## src/rtl/booth_seq_mult_if.sv

```systemverilog
`default_nettype none
// +----------------------------------------------------------------------------+
// | Module   : booth_seq_mult_if                                               |
// | Purpose  : Handshake and operand bundle for the sequential Booth MUL unit. |
// |            master = requester (drives start/mode/operands),               |
// |            slave  = multiplier (drives busy/done/product).                |
// | Signals  : start, signed_mode, multiplicand[WIDTH], multiplier[WIDTH],     |
// |            busy, done, product[2*WIDTH]                                    |
// | Revision : 1.0 - initial release                                           |
// +----------------------------------------------------------------------------+
interface booth_seq_mult_if #(
    parameter int WIDTH = 8
);
    logic                   start;
    logic                   signed_mode;
    logic [WIDTH-1:0]       multiplicand;
    logic [WIDTH-1:0]       multiplier;
    logic                   busy;
    logic                   done;
    logic [2*WIDTH-1:0]     product;

    modport master (
        output start,
        output signed_mode,
        output multiplicand,
        output multiplier,
        input  busy,
        input  done,
        input  product
    );

    modport slave (
        input  start,
        input  signed_mode,
        input  multiplicand,
        input  multiplier,
        output busy,
        output done,
        output product
    );
endinterface
`default_nettype wire

```

## src/rtl/booth_seq_mult.sv

```systemverilog
`default_nettype none
// +----------------------------------------------------------------------------+
// | Module   : booth_seq_mult                                                  |
// | Purpose  : Self-sequencing radix-2 Booth multiplier with start/busy/done   |
// |            handshake and per-operation signed/unsigned mode.              |
// | Ports    : clk   - rising-edge clock                                      |
// |            reset - synchronous, active-high reset (aborts any operation)  |
// |            bus   - booth_seq_mult_if.slave: start, signed_mode,           |
// |                    multiplicand, multiplier in; busy, done, product out   |
// | Revision : 1.0 - initial release                                           |
// +----------------------------------------------------------------------------+
module booth_seq_mult #(
    parameter int WIDTH = 8
) (
    input  wire              clk,
    input  wire              reset,
    booth_seq_mult_if.slave  bus
);

    localparam int                 c_CNT_W    = $clog2(WIDTH + 2);
    localparam logic [c_CNT_W-1:0] c_LAST_CNT = c_CNT_W'(WIDTH);

    localparam logic [1:0] c_ST_IDLE = 2'd0;
    localparam logic [1:0] c_ST_CALC = 2'd1;
    localparam logic [1:0] c_ST_DONE = 2'd2;

    logic [1:0]           r_state;
    logic [WIDTH:0]       r_m_ext;
    logic [WIDTH+1:0]     r_a;
    logic [WIDTH:0]       r_q_ext;
    logic                 r_qm1;
    logic [c_CNT_W-1:0]   r_cnt;
    logic                 r_busy;
    logic                 r_done;
    logic [2*WIDTH-1:0]   r_product;

    // Operands extended by one bit so unsigned values stay positive in the
    // two's-complement Booth datapath.
    logic [WIDTH:0]       w_m_load;
    logic [WIDTH:0]       w_q_load;
    logic [WIDTH+1:0]     w_m_wide;
    logic [WIDTH+1:0]     w_a_sum;
    logic [2*WIDTH+3:0]   w_shift;
    logic [WIDTH+1:0]     w_a_nxt;
    logic [WIDTH:0]       w_q_nxt;
    logic                 w_qm1_nxt;

    assign w_m_load = {bus.signed_mode & bus.multiplicand[WIDTH-1], bus.multiplicand};
    assign w_q_load = {bus.signed_mode & bus.multiplier[WIDTH-1],   bus.multiplier};
    assign w_m_wide = {r_m_ext[WIDTH], r_m_ext};

    always_comb begin
        w_a_sum = r_a;
        case ({r_q_ext[0], r_qm1})
            2'b01:   w_a_sum = r_a + w_m_wide;
            2'b10:   w_a_sum = r_a - w_m_wide;
            default: w_a_sum = r_a;
        endcase
    end

    // Arithmetic right shift of {A, Q_ext, Qm1} applied to the post-add A.
    assign w_shift   = {w_a_sum[WIDTH+1], w_a_sum, r_q_ext};
    assign w_a_nxt   = w_shift[2*WIDTH+3:WIDTH+2];
    assign w_q_nxt   = w_shift[WIDTH+1:1];
    assign w_qm1_nxt = w_shift[0];

    always_ff @(posedge clk) begin
        if (reset) begin
            r_state   <= c_ST_IDLE;
            r_m_ext   <= '0;
            r_a       <= '0;
            r_q_ext   <= '0;
            r_qm1     <= 1'b0;
            r_cnt     <= '0;
            r_busy    <= 1'b0;
            r_done    <= 1'b0;
            r_product <= '0;
        end else begin
            r_done <= 1'b0;
            case (r_state)
                c_ST_IDLE: begin
                    if (bus.start) begin
                        r_m_ext <= w_m_load;
                        r_q_ext <= w_q_load;
                        r_a     <= '0;
                        r_qm1   <= 1'b0;
                        r_cnt   <= '0;
                        r_busy  <= 1'b1;
                        r_state <= c_ST_CALC;
                    end
                end
                c_ST_CALC: begin
                    r_a     <= w_a_nxt;
                    r_q_ext <= w_q_nxt;
                    r_qm1   <= w_qm1_nxt;
                    r_cnt   <= r_cnt + 1'b1;
                    if (r_cnt == c_LAST_CNT) begin
                        // Product is taken from the final step's result so it
                        // lands in the same edge that enters DONE.
                        r_product <= w_shift[2*WIDTH:1];
                        r_busy    <= 1'b0;
                        r_done    <= 1'b1;
                        r_state   <= c_ST_DONE;
                    end
                end
                c_ST_DONE: begin
                    if (bus.start) begin
                        r_m_ext <= w_m_load;
                        r_q_ext <= w_q_load;
                        r_a     <= '0;
                        r_qm1   <= 1'b0;
                        r_cnt   <= '0;
                        r_busy  <= 1'b1;
                        r_state <= c_ST_CALC;
                    end else begin
                        r_state <= c_ST_IDLE;
                    end
                end
                default: begin
                    r_busy  <= 1'b0;
                    r_state <= c_ST_IDLE;
                end
            endcase
        end
    end

    assign bus.busy    = r_busy;
    assign bus.done    = r_done;
    assign bus.product = r_product;

endmodule
`default_nettype wire
```

## src/flat_wrapper.sv

```systemverilog
// flat-port wrapper written by rule: the top's interface ports become plain ports
module booth_seq_mult_flat 
#(
    parameter int WIDTH = 8
)
  (clk, reset, bus_start, bus_signed_mode, bus_multiplicand, bus_multiplier, bus_busy, bus_done, bus_product);
  booth_seq_mult_if #(.WIDTH(WIDTH)) bus_i ();
  input  wire clk;
  input  wire reset;
  input wire logic [$bits(bus_i.start)-1:0] bus_start;
  input wire logic [$bits(bus_i.signed_mode)-1:0] bus_signed_mode;
  input wire logic [$bits(bus_i.multiplicand)-1:0] bus_multiplicand;
  input wire logic [$bits(bus_i.multiplier)-1:0] bus_multiplier;
  output wire logic [$bits(bus_i.busy)-1:0] bus_busy;
  output wire logic [$bits(bus_i.done)-1:0] bus_done;
  output wire logic [$bits(bus_i.product)-1:0] bus_product;
  assign bus_i.start = bus_start;
  assign bus_i.signed_mode = bus_signed_mode;
  assign bus_i.multiplicand = bus_multiplicand;
  assign bus_i.multiplier = bus_multiplier;
  assign bus_busy = bus_i.busy;
  assign bus_done = bus_i.done;
  assign bus_product = bus_i.product;
  booth_seq_mult #(.WIDTH(WIDTH)) u_core (.clk(clk), .reset(reset), .bus(bus_i));
endmodule
```

## config.mk

```make
export PLATFORM = sky130hd
export DESIGN_NAME = booth_seq_mult_flat
export DESIGN_NICKNAME = d
export VERILOG_FILES = /design/src/rtl/booth_seq_mult_if.sv /design/src/rtl/booth_seq_mult.sv /design/src/flat_wrapper.sv
export SDC_FILE = /design/constraint.sdc
export NUM_CORES = 1
export LEC_CHECK = 0
export CAP_MARGIN = 20
export CORE_ASPECT_RATIO = 1.2
export CORE_MARGIN = 2
export CORE_UTILIZATION = 54
export DETAILED_ROUTE_END_ITERATION = 12
export PLACE_DENSITY = 0.79
export SYNTH_ARGS = -nofsm -noshare
export SYNTH_HDL_FRONTEND = slang
export SYNTH_SLANG_ARGS = --single-unit
export TNS_END_PERCENT = 50
```

## constraint.sdc

```tcl
create_clock -name clk -period 2.9 [get_ports clk]
set_clock_uncertainty 0.05 [all_clocks]
set_input_delay 0.58 -clock clk [delete_from_list [all_inputs] [get_ports clk]]
set_output_delay 0.58 -clock clk [all_outputs]
set_load 0.03 [all_outputs]
```

==> flow_summary.ini, run 1 <==
[run_status]
status = finished, final reports clean

[cts]
cts_resized = 0
clockRootBuffer = clkbuf_8
clock_path_buffers = 2
clkSlewWorstSetupHoldPaths_ns = 0.10
clk_latency_ns = 0.31
cts_tree = yes
ctsHoldBuffers = 0
cts_setup_buffers = 0
cts.sinks = 52
cts-buffers-inserted = 5
cts_max_level = 2

[cells_and_area]
fin_area_um2 = 3208
antennaDiodeCount = 0
final_nets = 398
fillerInstances = 419
syn_to_final_growth_pct = 20.38
drive_gt1_frac = 0.06849
layout_common_cells = nand2_1 (52), dfxtp_1 (52), nor2_1 (41)

[synthesis]
synth_edf_count = 0
yosysWarnings = 0
synthCells = 331
syn_area_per_cell_um2 = 8.052
ys_types = 44
syn_area_um2 = 2665
ys_ff_latch = 52
ys.flop_type = dfxtp_1
ys_async_sr_fraction = 0
synth_fp_nets = 365
seq_area_frac_synth = 0.3906

[place]
gp_congestion = 0.8063
place_area_um2 = 3083
dp_hpwl_um = 4289
port-buffer-count = 37

[power_and_ir_drop]
powerDensity_nw_per_um2 = 550.5
internal_power_mw = 1.236
seq_power_share = 0.441
pwr-share-comb = 0.259
swShare = 0.3004
leakage_nw = 1.166
p_clk_frac = 0.299
max-vdd-ir-drop_mv = 0.3843
p_switching_mw = 0.5305

[floorplanning]
io_pins = 38
start_util = 0.5512
fp.dieW_um = 68.13
die_y_um = 80.96
core_um2 = 4835
dieArea_um2 = 5515
num_rows = 28

[timing]
slew_headroom = 0.3731
tns_ns = 0
fmax_mhz = 378.3
setup_viol = 0
hold_viol = 0
min_period_ns = 2.643
worst_pin_slew_ns = 0.9404
fin_crit_sh = 0.9114
rsz0062_at_grt = no
maxSlewViolCount = 0

[routing]
postRouteAntennaNets = 0
routed_wl_um = 6090
drc = 0
dr.pass1.iters = 4
viasPerCell = 5.616
wl_per_cell_um = 14.33
num_vias = 2387
drtIter0Drc = 163

[global_route]
grt_max_degree = 54
gr-total-overflow = 0
grt_pass1_wl_um = 9998
grtUsageTotal = 0.2379
antenna_found_initial = 0
grt_pass1_vias = 2244

[setup_path]
required_ns = 3.06
crit_path_end_kind = flip-flop
crit_arrival_ns = 2.80
criticalPathCategory = flip-flop to flip-flop
setup.worst_path.start_class = flip-flop
crit_fanout = 5

[worst_hold_path]
min_path_type = flip-flop to flip-flop

[run]
maxCapViolCount = 0
[power groups by stage]
stage	logic [mW]	registers [mW]	clock network [mW]
floorplan	0.345	0.788	0
global placement	0.439	0.794	0
detailed placement	0.451	0.795	0
CTS	0.455	0.779	0.535
global route	0.512	0.785	0.558
finish	0.458	0.780	0.529
[synthesized netlist by cell type, types with 3 or more instances]
| cell | instances | share of area |
|---|---|---|
| o21a_1 | 5 | 0.014 |
| a22oi_1 | 3 | 0.0085 |
| nor2b_1 | 5 | 0.012 |
| nand3_1 | 7 | 0.013 |
| o21ai_0 | 5 | 0.0094 |
| o211ai_1 | 3 | 0.0085 |
| a21oi_1 | 37 | 0.069 |
| inv_1 | 11 | 0.015 |
| nand2b_1 | 3 | 0.0070 |
| xnor2_1 | 10 | 0.033 |
| nor2_1 | 41 | 0.058 |
| buf_2 | 6 | 0.011 |
| ha_1 | 13 | 0.061 |
| dfxtp_1 | 52 | 0.39 |
| mux2i_1 | 11 | 0.041 |
| o21ai_1 | 3 | 0.0056 |
| clkbuf_1 | 12 | 0.017 |
| nand2_1 | 52 | 0.073 |
| a211oi_1 | 11 | 0.031 |
| nor3_1 | 10 | 0.019 |
[worst paths after layout]
path                          from                     end  cells past startpoint  slack (ns)
max              u_core.r_m_ext[0]  u_core.bus.product[14]                     10        0.26
min          u_core.bus.product[1]   u_core.bus.product[1]                      2        0.41
max reg2reg      u_core.r_m_ext[0]  u_core.bus.product[14]                     10        0.26
min reg2reg  u_core.bus.product[1]   u_core.bus.product[1]                      2        0.41
[layer usage]
metal / vias to the layer above / share of wire / GRT usage
met2: 47 / 0.51 / 0.4039
met1: 1111 / 0.44 / 0.2924
met4: 0 / 0.024 / 0.09800
li1: 1217 / - / -
met3: 12 / 0.032 / 0.04294
met5: - / 0 / 0
[critical path, stage by stage (launching register included)]
cell and delay, ns:
dfxtp_1 0.42, inv_1 0.07, ha_1 0.28, mux2_2 0.28
fa_1 0.40, and2b_1 0.24, o21ai_2 0.07, a21boi_2 0.21
or4_1 0.14, o311ai_1 0.11, a311oi_1 0.28
[kinds of logic (layout without fill, tap and decap cells)]
kind of cell,Yosys count,after routing,share of synthesized area
compound gates,82,82,0.1977
buf+inv,29,63,0.04366
flops,52,52,0.3906
mux,12,12,0.04554
simple gates,132,132,0.2211
xor+xnor,10,10,0.03286
fa+ha+maj,14,14,0.06855
[state kept, by name, summed over array words and instances (netlist names)]
register / cells
u_core.bus.product: 16
u_core.r_qm1: 1
u_core.r_cnt: 4
u_core.bus.done: 1
u_core.r_m_ext: 9
u_core.r_state: 2
u_core.r_a: 9
u_core.bus.busy: 1
u_core.r_q_ext: 9
[stage by stage]
step | setup WS [ns] | hold slack [ns] | util | total power [mW] | std cells
6_report | 0.2569 | 0.4080 | 0.6636 | 1.766 | 425
2_1_floorplan | 0.2742 | 0.3950 | - | 1.133 | 331
3_5_place_dp | 0.1940 | 0.3955 | 0.6377 | 1.245 | 417
4_1_cts | 0.1636 | 0.4088 | 0.6628 | 1.769 | 425
5_1_grt | 0.01447 | 0.4275 | 0.6636 | 1.854 | 425
3_3_place_gp | 0.3143 | 0.3918 | 0.6377 | 1.233 | 417
[cell type report]
cell class              instances  area [µm²]  share of cell area
flip-flops and latches         52        1041              0.3245
multi-input cells             250        1511              0.4711
inverters                      11       41.29             0.01287
well taps                      60       75.07             0.02340
repair buffers                 44       417.9              0.1303
clock buffers                   6       82.58             0.02574
clock inverters                 2       38.79             0.01209
No activity file was read; power rests on OpenSTA's default activity.
==> run 2, diff against run 1 <==
clock period = 2.88 ns   (was 2.9 ns; I/O delays follow)
==> flow_summary.ini, run 2 (same netlist as run 1, synthesis figures left out) <==
[setup_path]
crit_buf_inv = 2
setup.worst_path.start_class = flip-flop
crit_path_end_kind = flip-flop
criticalPathCategory = flip-flop to flip-flop
slowest_stage = dfxtp_1
crit_fanout = 5
crit_arrival_ns = 2.78
crit_path_cell_trace = inv_1 -> ha_1 -> mux2_2 -> inv_1 -> ha_1 -> nor2b_1 -> o31a_1 -> o21a_1 -> or3_1 -> nand3b_1 -> a211oi_2
cp_top_family = simple AND/OR/NAND/NOR gates
slowest_delay_ns = 0.42
required_ns = 2.99

[run_status]
status = finished, final reports clean

[worst_hold_path]
min_path_type = flip-flop to flip-flop

[cts]
clkSlewWorstSetupHoldPaths_ns = 0.10
ctsHoldBuffers = 0
cts.sinks = 52
cts_tree = yes
cts-buffers-inserted = 5
clockRootBuffer = clkbuf_8
cts_max_level = 2
clock_path_buffers = 2
clk_latency_ns = 0.31
cts_setup_buffers = 0

[timing]
rsz0062_at_grt = no
worst_pin_slew_ns = 0.9399
setup_viol = 0
tns_ns = 0
fin_crit_sh = 0.9268
min_period_ns = 2.669
hold_viol = 0
maxSlewViolCount = 0
fmax_mhz = 374.6
slew_headroom = 0.3734

[cells_and_area]
syn_to_final_growth_pct = 19.01
largest_reg_flops = 16
antennaDiodeCount = 0
layout_common_cells = nand2_1 (52), dfxtp_1 (52), nor2_1 (41)
drive_gt1_frac = 0.06593
final_nets = 398
post-route-util = 0.6561

[place]
gp_congestion = 0.8451
dp_hpwl_um = 4293
port-buffer-count = 37

[global_route]
antenna_found_initial = 0
grt_pass1_vias = 2273
grt_max_degree = 54
grt_pass1_wl_um = 10210
gr-total-overflow = 0
grtUsageTotal = 0.2424

[routing]
drc = 0
viasPerCell = 5.656
dr.pass1.iters = 4
wl_per_cell_um = 14.38
routed_wl_um = 6096
num_vias = 2398
postRouteAntennaNets = 0
drtIter0Drc = 105

[power_and_ir_drop]
p_switching_mw = 0.5410
pwr-share-comb = 0.277
max-vdd-ir-drop_mv = 0.3928
seq_power_share = 0.469
leakage_nw = 1.145
powerDensity_nw_per_um2 = 526.7
swShare = 0.3239
internal_power_mw = 1.129
p_clk_frac = 0.254

[run]
maxCapViolCount = 0

[floorplanning]
dieArea_um2 = 5515
start_util = 0.5512
num_rows = 28
fp.dieW_um = 68.13
core_um2 = 4835
io_pins = 38
die_y_um = 80.96
==> run 2: final timing paths <==
kind,slack [ns],depth (start not counted),from,end
worst max-delay path,0.21,11,u_core.r_m_ext[0],u_core.bus.product[13]
worst min-delay path,0.41,2,u_core.bus.product[6],u_core.bus.product[6]
worst min register to register,0.41,2,u_core.bus.product[6],u_core.bus.product[6]
worst max register to register,0.21,11,u_core.r_m_ext[0],u_core.bus.product[13]
==> run 2: power groups by stage <==
stage,Sequential (mW),Combinational [mW],Clock [mW]
3_5_place_dp,0.798,0.456,0
5_1_grt,0.788,0.518,0.461
4_1_cts,0.783,0.461,0.428
2_1_floorplan,0.793,0.348,0
6_report,0.783,0.463,0.424
3_3_place_gp,0.798,0.443,0
==> run 2: metrics by stage <==
step                instances  worst slack, ns  hold WS [ns]  power (mW)  area, µm²
floorplan                 331           0.2542        0.3950       1.141       2665
global placement          417           0.2839        0.3930       1.241       3083
detailed placement        417           0.2233        0.3956       1.254       3083
CTS                       424           0.1850        0.4093       1.671       3168
global route              424          0.04476        0.4272       1.767       3172
finish                    424           0.2108        0.4081       1.670       3172
==> run 2: timing repair <==
action | CTS | global route
endpoints found under the hold margin | 0 | 0
endpoints found under the setup margin | 0 | 1
gates resized for setup | 0 | 1
==> run 2: cell type report <==
class / instances / area (µm²)
multi-input cells: 250 / 1511
inverters: 11 / 41.29
flip-flops and latches: 52 / 1041
clock inverters: 2 / 16.27
repair buffers: 44 / 417.9
well taps: 60 / 75.07
fillers: 421 / 1663
clock buffers: 5 / 68.82
==> run 2: tightest hold or removal path, cell delays in order (launching register included) <==
cell and delay [ns]:
dfxtp_1 0.32, nand2_1 0.05, a21oi_1 0.05
==> run 2: per-layer routing <==
metal,wire length (µm),GRT usage,part of all wire
met1,2576,0.2894,0.42
met2,3162,0.4223,0.52
met3,225,0.05540,0.037
met4,131,0.08000,0.021
met5,0,0,0
